### config.mk
export PLATFORM = sky130hd
export DESIGN_NAME = uart_rx
export DESIGN_NICKNAME = d
export VERILOG_FILES = /design/src/rtl/uart_pkg.sv /design/src/rtl/sync_2ff.sv /design/src/rtl/uart_rx.sv
export SDC_FILE = /design/constraint.sdc
export NUM_CORES = 1
export LEC_CHECK = 0
export CORE_UTILIZATION = 40
export CTS_CLUSTER_SIZE = 30
export DETAILED_ROUTE_END_ITERATION = 6
export GPL_TIMING_DRIVEN = 0
export PLACE_DENSITY_LB_ADDON = 0.05
export SETUP_SLACK_MARGIN = 0.15
export SLEW_MARGIN = 40
export SYNTH_ARGS = -nofsm -noshare
export SYNTH_HDL_FRONTEND = slang
export SYNTH_HIERARCHICAL = 1
export SYNTH_SLANG_ARGS = --single-unit
### constraint.sdc
create_clock -name clk -period 2.44 [get_ports clk]
set_input_delay 0.488 -clock clk [delete_from_list [all_inputs] [get_ports clk]]
set_output_delay 0.488 -clock clk [all_outputs]
set_load 0.01 [all_outputs]
### src/rtl/uart_pkg.sv
// Shared definitions for the UART receive path.
// FSM state encoding and oversampling constants.
package uart_pkg;

  typedef enum logic [2:0] {
    IDLE,
    START,
    DATA,
    PARITY,
    STOP
  } state_t;

  localparam int OVERSAMPLE = 16;
  localparam int MID_TICK   = 7;

endpackage

### src/rtl/sync_2ff.sv
// Two-flop synchronizer for a single asynchronous input.
// Reset value is configurable; defaults to 1 for idle-high lines.
module sync_2ff #(
  parameter logic RST_VAL = 1'b1
) (
  input  logic i_clk,
  input  logic i_reset,
  input  logic i_d,
  output logic o_q
);

  logic r_meta;
  logic r_q;

  // Two-stage capture to settle metastability
  always_ff @(posedge i_clk or posedge i_reset) begin
    if (i_reset) begin
      r_meta <= RST_VAL;
      r_q    <= RST_VAL;
    end else begin
      r_meta <= i_d;
      r_q    <= r_meta;
    end
  end

  assign o_q = r_q;

endmodule

### src/rtl/uart_rx.sv
// 16x oversampling 8-N-1 UART receiver with one-clock done pulse.
// Optional even parity bit enabled by defining UART_RX_PARITY_EN.
module uart_rx
  import uart_pkg::*;
#(
  parameter int DBIT    = 8,
  parameter int SB_TICK = 16
) (
  input  logic            clk,
  input  logic            reset,
  input  logic            rx,
  input  logic            s_tick,
  output logic            rx_done_tick,
  output logic [DBIT-1:0] dout,
  output logic            frame_err,
  output logic            parity_err
);

  localparam int SW = (SB_TICK > OVERSAMPLE) ? 5 : 4;
  localparam int NW = (DBIT > 1) ? $clog2(DBIT) : 1;

  localparam logic [SW-1:0] S_MID  = SW'(MID_TICK);
  localparam logic [SW-1:0] S_LAST = SW'(OVERSAMPLE - 1);
  localparam logic [SW-1:0] S_STOP = SW'(SB_TICK - 1);
  localparam logic [NW-1:0] N_LAST = NW'(DBIT - 1);

  logic            w_rxs;
  logic            r_rxs_d;
  state_t          r_state;
  logic [SW-1:0]   r_s;
  logic [NW-1:0]   r_n;
  logic [DBIT-1:0] r_b;
  logic            r_done;
  logic [DBIT-1:0] r_dout;
  logic            r_ferr;
`ifdef UART_RX_PARITY_EN
  logic            r_par;
  logic            r_perr;
`endif

  sync_2ff #(
    .RST_VAL(1'b1)
  ) u_sync (
    .i_clk  (clk),
    .i_reset(reset),
    .i_d    (rx),
    .o_q    (w_rxs)
  );

  // Previous synced sample for falling-edge detection
  always_ff @(posedge clk or posedge reset) begin
    if (reset) begin
      r_rxs_d <= 1'b1;
    end else begin
      r_rxs_d <= w_rxs;
    end
  end

  // Frame FSM: start check, data shift, optional parity, stop
  always_ff @(posedge clk or posedge reset) begin
    if (reset) begin
      r_state <= IDLE;
      r_s     <= '0;
      r_n     <= '0;
      r_b     <= '0;
      r_done  <= 1'b0;
      r_dout  <= '0;
      r_ferr  <= 1'b0;
`ifdef UART_RX_PARITY_EN
      r_par   <= 1'b0;
      r_perr  <= 1'b0;
`endif
    end else begin
      r_done <= 1'b0;
      case (r_state)
        IDLE: begin
          if (r_rxs_d && !w_rxs) begin
            r_state <= START;
            r_s     <= '0;
          end
        end
        START: begin
          if (s_tick) begin
            if (r_s == S_MID) begin
              if (!w_rxs) begin
                r_state <= DATA;
                r_s     <= '0;
                r_n     <= '0;
              end else begin
                r_state <= IDLE;
              end
            end else begin
              r_s <= r_s + 1'b1;
            end
          end
        end
        DATA: begin
          if (s_tick) begin
            if (r_s == S_LAST) begin
              r_s <= '0;
              r_b <= {w_rxs, r_b[DBIT-1:1]};
              if (r_n == N_LAST) begin
`ifdef UART_RX_PARITY_EN
                r_state <= PARITY;
`else
                r_state <= STOP;
`endif
              end else begin
                r_n <= r_n + 1'b1;
              end
            end else begin
              r_s <= r_s + 1'b1;
            end
          end
        end
`ifdef UART_RX_PARITY_EN
        PARITY: begin
          if (s_tick) begin
            if (r_s == S_LAST) begin
              r_par   <= w_rxs;
              r_s     <= '0;
              r_state <= STOP;
            end else begin
              r_s <= r_s + 1'b1;
            end
          end
        end
`endif
        STOP: begin
          if (s_tick) begin
            if (r_s == S_STOP) begin
              r_done  <= 1'b1;
              r_dout  <= r_b;
              r_ferr  <= ~w_rxs;
`ifdef UART_RX_PARITY_EN
              r_perr  <= ^r_b ^ r_par;
`endif
              r_state <= IDLE;
            end else begin
              r_s <= r_s + 1'b1;
            end
          end
        end
        default: r_state <= IDLE;
      endcase
    end
  end

  assign rx_done_tick = r_done;
  assign dout         = r_dout;
  assign frame_err    = r_ferr;
`ifdef UART_RX_PARITY_EN
  assign parity_err   = r_perr;
`else
  assign parity_err   = 1'b0;
`endif

endmodule

# Yosys cells after proc, flatten, opt, wreduce, memory -nomap -nowiden
# Cells that the tools add are included.
# classes
add_sub_neg	2
n_eq_ne	18
mux	29
bitwise_logic	1
reduce_logical	10
# ops
cell	count
two-way mux 3 bit	14
two-way mux 4 bit	8
inequality test 2 bit, second input constant	11
one-hot mux 4 bit (4 select lines)	1
AND reduction 7 bit	2
one-hot mux 3 bit (4 select lines)	1
AND reduction 8 bit	1
== test 3 bit, second input constant	2
one-hot mux 3 bit (2 select lines)	1
AND reduction 3 bit	2
adder 4 x 1 -> 4 bit, second input constant	1
== test 4 x 3 -> 1 bit, second input constant	1
== test 4 bit, second input constant	1
nonzero test 4 bit	1
adder 3 x 1 -> 3 bit, second input constant	1
== test 3 x 1 -> 1 bit, second input constant	1
== test 3 x 2 -> 1 bit, second input constant	1
logical NOT 3 bit	1
two-way mux 1 bit	3
inequality test 3 bit, second input constant	1
two-way mux 2 bit	1
nonzero test 2 bit	1
logical AND 1 bit	1
logical NOT 1 bit	1
NOT 1 bit	1
# word_totals
ff_bits	31
in_bits	4
out_inout_bits	11

# Logic depth before layout (Yosys ltp)
# Gate-level depths: netlist of the first run.
# logic_depth
depth_word	5
ltp_mapped	7
depth_no_buf	6

# Modules after synthesis
# Netlist of the first run, hierarchy kept.
# modules_own_cells
module	instances	cells_per_inst	area_per_inst_um2	seq_area_each_um2
uart_rx	1	120	1483.9	726.9
sync_2ff	1	3	56.3	52.6

# Worst setup path before layout of the first run
# No wires, ideal clock.
# synth_path
path_type	reg2reg
start	register r_s[0]
end	register r_dout[0], in the netlist dout[0]
arrival_ns	1.644
required_time_ns	2.315
setup_slack_ns	0.671
stages_incl_launch_ff	7
path_buffers	1
synth_period_minus_slack_ns	1.769
path_cell_list	dfrtp_1 ha_1 and2_2 nand3_1 nor4_2 buf_4 mux2_2
# synth_between
elab_chain_len	2
# synth_lines
element	line	rtl
start, declared	uart_rx.sv:30	logic [SW-1:0] r_s;
start signal, assigned	uart_rx.sv:93	r_s <= r_s + 1'b1;
start signal, assigned	uart_rx.sv:112	r_s <= r_s + 1'b1;
start signal, assigned	uart_rx.sv:140	r_s <= r_s + 1'b1;
== test 4 bit	uart_rx.sv:131	if (r_s == S_STOP) begin
AND reduction 3 bit (no source line)	-	
end signal, assigned	uart_rx.sv:133	r_dout <= r_b;
end, declared	uart_rx.sv:34	logic [DBIT-1:0] r_dout;
# No other way between the ends.
# A chain may end at the register's enable or synchronous reset.

# Worst setup path in the final report of the first run
# layout_path
start	register r_s[0]
end	register r_dout[4], in the netlist dout[4]
# The elaborated chain is that of the path after synthesis.

==> flow_summary.json, run 1 <==
{
  "cts_tree": "built",
  "yosys.area.top_type": "dfrtp_1",
  "synthCells": 123,
  "grt.overflow.total": 0,
  "switching_share": 0.332,
  "synth_top_area_frac": 0.455,
  "syn_area_um2": 1540,
  "avgSynthCellArea_um2": 12.5,
  "grt_pass1_wl_um": 4730,
  "r2r_end": "dout[4]",
  "clock-sinks": 31,
  "die_w_um": 64.1,
  "dpl.hpwl_um": 1820,
  "p_sw_mw": 0.560,
  "insertion_delay_ps": 280,
  "drive_above_1_share": 0.326,
  "synth_seq_area_share": 0.506,
  "r2r_slack_ps": 440,
  "synth-seq-cells": 31,
  "fin_crit_sh": 0.819,
  "p_int_mw": 1.13,
  "dieArea_um2": 4100,
  "finalSetupViolCount": 0,
  "path_class": "reg -> reg",
  "synth_cell_types": 41,
  "cap_violations": 0,
  "num_io_pins": 15,
  "cts.reportedPaths.clkPinSlew_ps": 60,
  "dr.pass1.iters": 4,
  "ctsLongestPathBuffers": 2,
  "syn-num-nets": 130,
  "drtIter0Drc": 78,
  "hold_end": "u_sync/o_q",
  "core_um2": 3690,
  "status": "finished clean",
  "hp-class": "reg -> reg",
  "leakagePower_nw": 0.825,
  "worstMarginPinSlew_ps": 605,
  "ctsHoldBuffers": 0,
  "peakVddDrop_uv": 482,
  "finClkSkew_ps": 2.79,
  "p_total_mw": 1.69,
  "grt_usage": 0.158,
  "die_y_um": 64.1,
  "synth-async-reset-ratio": 1.00,
  "ctsHtreeMaxLevel": 2,
  "combPwrFrac": 0.352,
  "numCtsBuffers": 5,
  "r2r-start": "r_s[0]",
  "cts_setup_buffers": 0,
  "critPathMaxFanout": 10,
  "port_buffers": 13,
  "finalHoldViolCount": 0,
  "final_nets": 150,
  "antenna_found_initial": 0,
  "cp-end-kind": "register",
  "crit_arrival_ps": 2170,
  "grt_max_degree": 30,
  "start_util": 0.418,
  "n_fill_cell": 361,
  "routedWlPerCell_um": 13.9,
  "pwr-share-seq": 0.384,
  "rr_worst_depth": 6,
  "relSlewSlack": 0.596,
  "min_path_cells": 0,
  "vias": 983,
  "synth_edf_count": 0,
  "setup_tns_ps": 0,
  "postRouteAntennaNets": 0,
  "finalCriticalPeriod_ps": 2000,
  "synth_ff_type": "dfrtp_1",
  "row_count": 22,
  "final_util": 0.497,
  "postRouteWirelength_um": 2660,
  "place_congestion": 0.824,
  "avgViaCountPerCell": 5.12,
  "max_freq_mhz": 500,
  "drc": 0,
  "crit_path_start": "r_s[0]",
  "power.density_nw_per_um2": 919,
  "antenna_cells": 0,
  "yosys_warnings": 6,
  "start_kind": "register",
  "hold_start": "u_sync/r_meta",
  "rsz0062_at_grt": "false",
  "synthTopCellsByArea": "dfrtp_1 (45%), mux2_2 (12%), dfstp_2 (5.1%)",
  "cts_resized": 0,
  "required_ps": 2610,
  "power_frac_clock": 0.265,
  "syn2layout_area_growth_pct": 19.1,
  "maxSlewViolCount": 0,
  "grt_pass1_vias": 1006,
  "root_buffer": "clkbuf_8"
}
-- cell families (layout without fill, tap and decap cells) --
family	count (synthesis)	in the layout	share of synthesized area
xor gates and xnor gates	1	1	0.0106
muxes	19	19	0.141
DFF	31	31	0.506
adders and majority gates	3	3	0.0244
AOI/OAI and AO/OA	21	21	0.119
buffers and inverters	13	34	0.0471
other	1	1	0.00243
and+or+nand+nor	34	34	0.149
-- flip-flops by register name (all words and copies together) (netlist names) --
signal         flops
dout               8
frame_err          1
r_b                8
r_n                3
r_rxs_d            1
r_s                4
r_state            3
rx_done_tick       1
u_sync/o_q         1
u_sync/r_meta      1
-- metal layers --
layer,GRT usage,wire length [um],vias to the layer above
li1,-,-,471
met1,0.194,1200,480
met2,0.235,1280,26
met3,0.0518,116,6
met4,0.102,70,0
met5,0,0,-
-- placed cells by master, fill, tap and decap left out, types with 3 or more instances in the layout --
cell type        instances
a21oi_1                  6
clkbuf_8                 7
clkdlybuf4s50_1         13
dfrtp_1                 28
dfstp_2                  3
ha_1                     3
inv_1                    7
mux2_2                  16
nand2b_1                 4
nand3_1                  6
nor2_1                   8
o21ai_0                  3
o21ai_1                  4
-- worst max-delay path: stages, from the launching register on --
cell and delay (ps):
dfrtp_1 390, ha_1 270, and2_2 230, nand3_1 160, nor4_2 230, buf_4 240
mux2_2 350
-- power groups by stage --
stage	Sequential, mW	Clock (mW)	Combinational (mW)
floorplan	0.644	0	0.490
global placement	0.653	0	0.584
detailed placement	0.656	0	0.599
CTS	0.647	0.466	0.603
global route	0.657	0.491	0.651
finish	0.646	0.447	0.592
-- Yosys cell counts, types with 2 or more instances --
cell type	number
dfrtp_1	28
mux2_2	16
inv_1	8
nor2_1	8
a21oi_1	6
nand3_1	6
nand2b_1	4
o21ai_1	4
dfstp_2	3
ha_1	3
o21ai_0	3
buf_4	2
buf_6	2
nor3_1	2
nor3b_2	2
-- area by class of cell --
cell class                 instances  area (um^2)  share of cell area
clock inverter                     1         7.51             0.00409
timing repair buffer              13          130              0.0709
multi-input combinational         79          688               0.375
buffer                             5         42.5              0.0232
tap                               48         60.1              0.0327
inverter                           8         30.0              0.0164
sequential                        31          779               0.425
clock buffer                       7         96.3              0.0525
-- worst max path at each step --
stage                 end  cells past startpoint  slack (ps)
5_1_grt           dout[4]                      6         330
4_1_cts           dout[4]                      6         430
3_5_place_dp   r_state[1]                      6         150
2_1_floorplan     dout[0]                      6         670
6_report          dout[4]                      6         440
3_3_place_gp   r_state[1]                      6         180
-- through the flow --
stage          cells  setup slack [ps]  instance area [um^2]  hold WS (ps)
4_1_cts          192               430                  1830           361
2_1_floorplan    123               671                  1540           345
3_5_place_dp     184               153                  1730           352
5_1_grt          192               328                  1830           366
6_report         192               442                  1830           359
3_3_place_gp     184               177                  1730           348
Power figures use the tool's default switching activity.
==> inputs of run 2 (changes only) <==
==> constraint.sdc (replaced) <==
create_clock -name clk -period 1.8 [get_ports clk]
set_input_delay 0.36 -clock clk [delete_from_list [all_inputs] [get_ports clk]]
set_output_delay 0.36 -clock clk [all_outputs]
set_load 0.01 [all_outputs]
==> flow_summary.json, run 2 (synthesis gave the netlist of run 1 again) <==
{
  "status": "finished clean",
  "vias": 1050,
  "rsz0062_at_grt": "true",
  "maxSlewViolCount": 0,
  "syn2layout_area_growth_pct": 36.2,
  "topRoutingLayerUsed": "met4",
  "final_util": 0.569,
  "finalHoldViolCount": 0,
  "final_common_cell": "dfrtp_1",
  "stdcell_count": 213,
  "finalSetupViolCount": 0,
  "drt-met1-wl_um": 1450,
  "worstMarginPinSlew_ps": 621,
  "r2r_slack_ps": 50,
  "max_freq_mhz": 571,
  "port_buffers": 13,
  "grt_max_degree": 30,
  "crit_arrival_ps": 1920,
  "ctsLongestPathBuffers": 2,
  "antenna_found_initial": 0,
  "slowest_stage": "dfrtp_1",
  "power.density_nw_per_um2": 1210,
  "multi_input_area_um2": 792,
  "setup_tns_ps": 0,
  "cts_tree": "built",
  "fin_hold_ws_ps": 360,
  "dpl.hpwl_um": 1860,
  "cap_violations": 0,
  "grt_pass1_vias": 1096,
  "drtIter0Drc": 27,
  "clock-sinks": 31,
  "leakagePower_nw": 0.951,
  "postRouteWirelength_um": 3180,
  "placed_area_um2": 1760,
  "grt_usage": 0.179,
  "dieArea_um2": 4100,
  "root_buffer": "clkbuf_8",
  "finalCriticalPeriod_ps": 1750,
  "hp-class": "reg -> reg",
  "routedWlPerCell_um": 14.9,
  "fin_ws_ps": 49.7,
  "n_fill_cell": 333,
  "antenna_cells": 0,
  "postRouteAntennaNets": 0,
  "dp.cells": 184,
  "wl_met2_um": 1590,
  "start_kind": "register",
  "final_nets": 171,
  "design_area_um2": 2100,
  "seq_area_um2": 781,
  "critPathMaxFanout": 4,
  "cpMostUsedCell": "nor3b_4",
  "hold_start": "u_sync/r_meta",
  "die_y_um": 64.1,
  "row_count": 22,
  "grt.overflow.total": 0,
  "fin_crit_sh": 0.972,
  "path_class": "reg -> reg",
  "die_w_um": 64.1,
  "core_um2": 3690,
  "num_io_pins": 15,
  "crit_path_start": "r_state[1]",
  "place_congestion": 0.772,
  "final_cell_mix": "dfrtp_1 (27), buf_4 (20), clkdlybuf4s50_1 (12)",
  "r2r-start": "r_state[1]",
  "p_total_mw": 2.53,
  "drive_above_1_share": 0.461,
  "drc": 0,
  "required_ps": 1970,
  "avgViaCountPerCell": 4.93,
  "peakVddDrop_uv": 746,
  "numCtsBuffers": 5,
  "max_stage_delay_ps": 420,
  "grt_pass1_wl_um": 5450,
  "met3_length_um": 96,
  "finClkSkew_ps": 2.27,
  "start_util": 0.418,
  "preCtsSetupSlack_ps": -397,
  "cp-end-kind": "register",
  "cts.reportedPaths.clkPinSlew_ps": 60,
  "insertion_delay_ps": 280,
  "dr.pass1.iters": 4,
  "ctsHtreeMaxLevel": 2,
  "worstPathCellList": "buf_6 -> nor3b_4 -> o31ai_4 -> a21oi_2 -> nor3b_4 -> mux2_4",
  "relSlewSlack": 0.586
}
[run 2: area by class of cell]
type                            instances  area share
Clock inverter                          2     0.00596
Clock buffer                            6      0.0346
Tap cell                               48      0.0286
Inverter                                8      0.0143
Sequential cell                        31       0.372
Multi-Input combinational cell         79       0.377
Buffer                                  5      0.0268
Timing Repair Buffer                   34       0.140
[run 2: worst paths after layout]
check,end,cells after the start
min,u_sync/o_q,0
max reg2reg,r_state[1],6
max,r_state[1],6
min reg2reg,u_sync/o_q,0
min in group asynchronous,u_sync/r_meta,2
max in group asynchronous,r_state[0],2
[run 2: per-layer routing]
| layer | up-vias | global-route usage |
|---|---|---|
| li1 | 510 | - |
| met5 | - | 0 |
| met3 | 4 | 0.0482 |
| met2 | 15 | 0.285 |
| met4 | 0 | 0.0767 |
| met1 | 521 | 0.228 |
[run 2: timing repair]
item / in CTS / in global routing
hold buffers: 0 / 0
pin swaps: 6 / 1
cloned: 1 / 0
setup endpoints to repair: 27 / 27
resized for setup: 24 / 5
buffers inserted: 13 / 7
[run 2: report_power, final]
| group | switching [mW] | internal [mW] | leakage [nW] |
|---|---|---|---|
| combinational | 0.507 | 0.604 | 0.495 |
| sequential | 0.0954 | 0.793 | 0.415 |
| clock | 0.260 | 0.270 | 0.0412 |
[run 2: worst max-delay path: cells and delay by family (launching register included)]
kind | cells | cell delay (ps)
and+or+nand+nor | 2 | 500
DFF | 1 | 420
muxes | 1 | 330
AOI/OAI and AO/OA | 2 | 230
buffers and inverters | 1 | 150
==> inputs of run 3 (changes only) <==
==> constraint.sdc (replaced) <==
create_clock -name clk -period 2 [get_ports clk]
set_input_delay 0.4 -clock clk [delete_from_list [all_inputs] [get_ports clk]]
set_output_delay 0.4 -clock clk [all_outputs]
set_load 0.01 [all_outputs]
==> flow_summary.json, run 3 (synthesis gave the netlist of run 1 again) <==
{
  "status": "finished clean",
  "grt_usage": 0.162,
  "final_cell_mix": "dfrtp_1 (27), mux2_2 (16), clkdlybuf4s50_1 (12)",
  "grt.overflow.total": 0,
  "place_congestion": 0.824,
  "rsz0062_at_grt": "true",
  "grt_pass1_vias": 1022,
  "crit_arrival_ps": 1950,
  "cts_tree": "built",
  "relSlewSlack": 0.595,
  "setup_tns_ps": 0,
  "finalSetupViolCount": 0,
  "postRouteAntennaNets": 0,
  "dr.pass1.iters": 4,
  "postRouteWirelength_um": 2830,
  "cap_violations": 0,
  "hp-class": "reg -> reg",
  "path_class": "reg -> reg",
  "insertion_delay_ps": 280,
  "worstMarginPinSlew_ps": 607,
  "final_nets": 156,
  "dpl.hpwl_um": 1820,
  "placed_area_um2": 1730,
  "start_kind": "register",
  "grt_pass1_wl_um": 4840,
  "leakagePower_nw": 0.860,
  "syn2layout_area_growth_pct": 25.3,
  "port_buffers": 13,
  "numCtsBuffers": 5,
  "finalCriticalPeriod_ps": 1790,
  "cts.reportedPaths.clkPinSlew_ps": 70,
  "die_w_um": 64.1,
  "rr_worst_depth": 6,
  "antenna_found_initial": 0,
  "finClkSkew_ps": 4.15,
  "dp.cells": 184,
  "die_y_um": 64.1,
  "stdcell_count": 198,
  "design_area_um2": 1930,
  "fin_ws_ps": 215,
  "row_count": 22,
  "drc": 0,
  "drive_above_1_share": 0.380,
  "core_um2": 3690,
  "grt_max_degree": 30,
  "routedWlPerCell_um": 14.3,
  "start_util": 0.418,
  "ctsHoldBuffers": 0,
  "clock-sinks": 31,
  "antenna_cells": 0,
  "finalHoldViolCount": 0,
  "maxSlewViolCount": 0,
  "dieArea_um2": 4100,
  "fin_hold_ws_ps": 359,
  "peakVddDrop_uv": 587,
  "cp-end-kind": "register",
  "final_util": 0.523,
  "min_path_cells": 0,
  "power.density_nw_per_um2": 1100,
  "required_ps": 2170,
  "avgViaCountPerCell": 5.18,
  "num_io_pins": 15,
  "p_total_mw": 2.12,
  "preCtsSetupSlack_ps": -199,
  "final_common_cell": "dfrtp_1",
  "critPathMaxFanout": 10,
  "vias": 1025,
  "fin_crit_sh": 0.893,
  "root_buffer": "clkbuf_8",
  "drtIter0Drc": 88,
  "max_freq_mhz": 560,
  "ctsLongestPathBuffers": 2,
  "ctsHtreeMaxLevel": 2
}
[run 3: changes by cell type in the layout (fill, tap and decap cells not counted), sizes merged]
cell    change
clkinv      -1
buf        -15
clkbuf      +1
[run 3: cell type report]
| type | instances | area (um^2) |
|---|---|---|
| Sequential cell | 31 | 781 |
| Buffer | 5 | 42.5 |
| Clock buffer | 7 | 96.3 |
| Fill cell | 360 | 1760 |
| Inverter | 8 | 30.0 |
| Timing Repair Buffer | 19 | 174 |
| Clock inverter | 1 | 7.51 |
| Multi-Input combinational cell | 79 | 738 |
| Tap cell | 48 | 60.1 |
[run 3: worst max-delay path, cell delays in order, from the launching register on]
cell	delay (ps)
dfrtp_2	440
buf_6	160
nor3b_4	210
o31ai_4	100
a21oi_2	140
nor3b_4	290
mux2_4	330
[run 3: power breakdown]
part | switching, mW | total [mW] | leakage [nW] | internal [mW]
clock network | 0.231 | 0.543 | 0.0505 | 0.312
registers | 0.0804 | 0.794 | 0.414 | 0.713
logic | 0.407 | 0.788 | 0.396 | 0.381
total | 0.718 | 2.12 | 0.860 | 1.41
[run 3: final timing paths]
check                           slack (ps)         end           from
worst min-delay path                   360  u_sync/o_q  u_sync/r_meta
worst max-delay path                   210  r_state[1]     r_state[1]
worst max register to register         210  r_state[1]     r_state[1]
worst min register to register         360  u_sync/o_q  u_sync/r_meta
max in group asynchronous             1030  r_state[1]          reset
min in group asynchronous              480  u_sync/o_q          reset
[run 3: layer usage]
metal,GRT usage,wire (um),vias up
met3,0.0500,120,6
li1,-,-,481
met4,0.0994,70,0
met5,0,0,-
met1,0.196,1280,514
met2,0.251,1360,24
[run 3: repair_timing]
action	in CTS	in global routing
setup endpoints to repair	21	17
cloned	1	0
buffers inserted	4	1
gates resized for setup	7	6
pin swaps	2	2
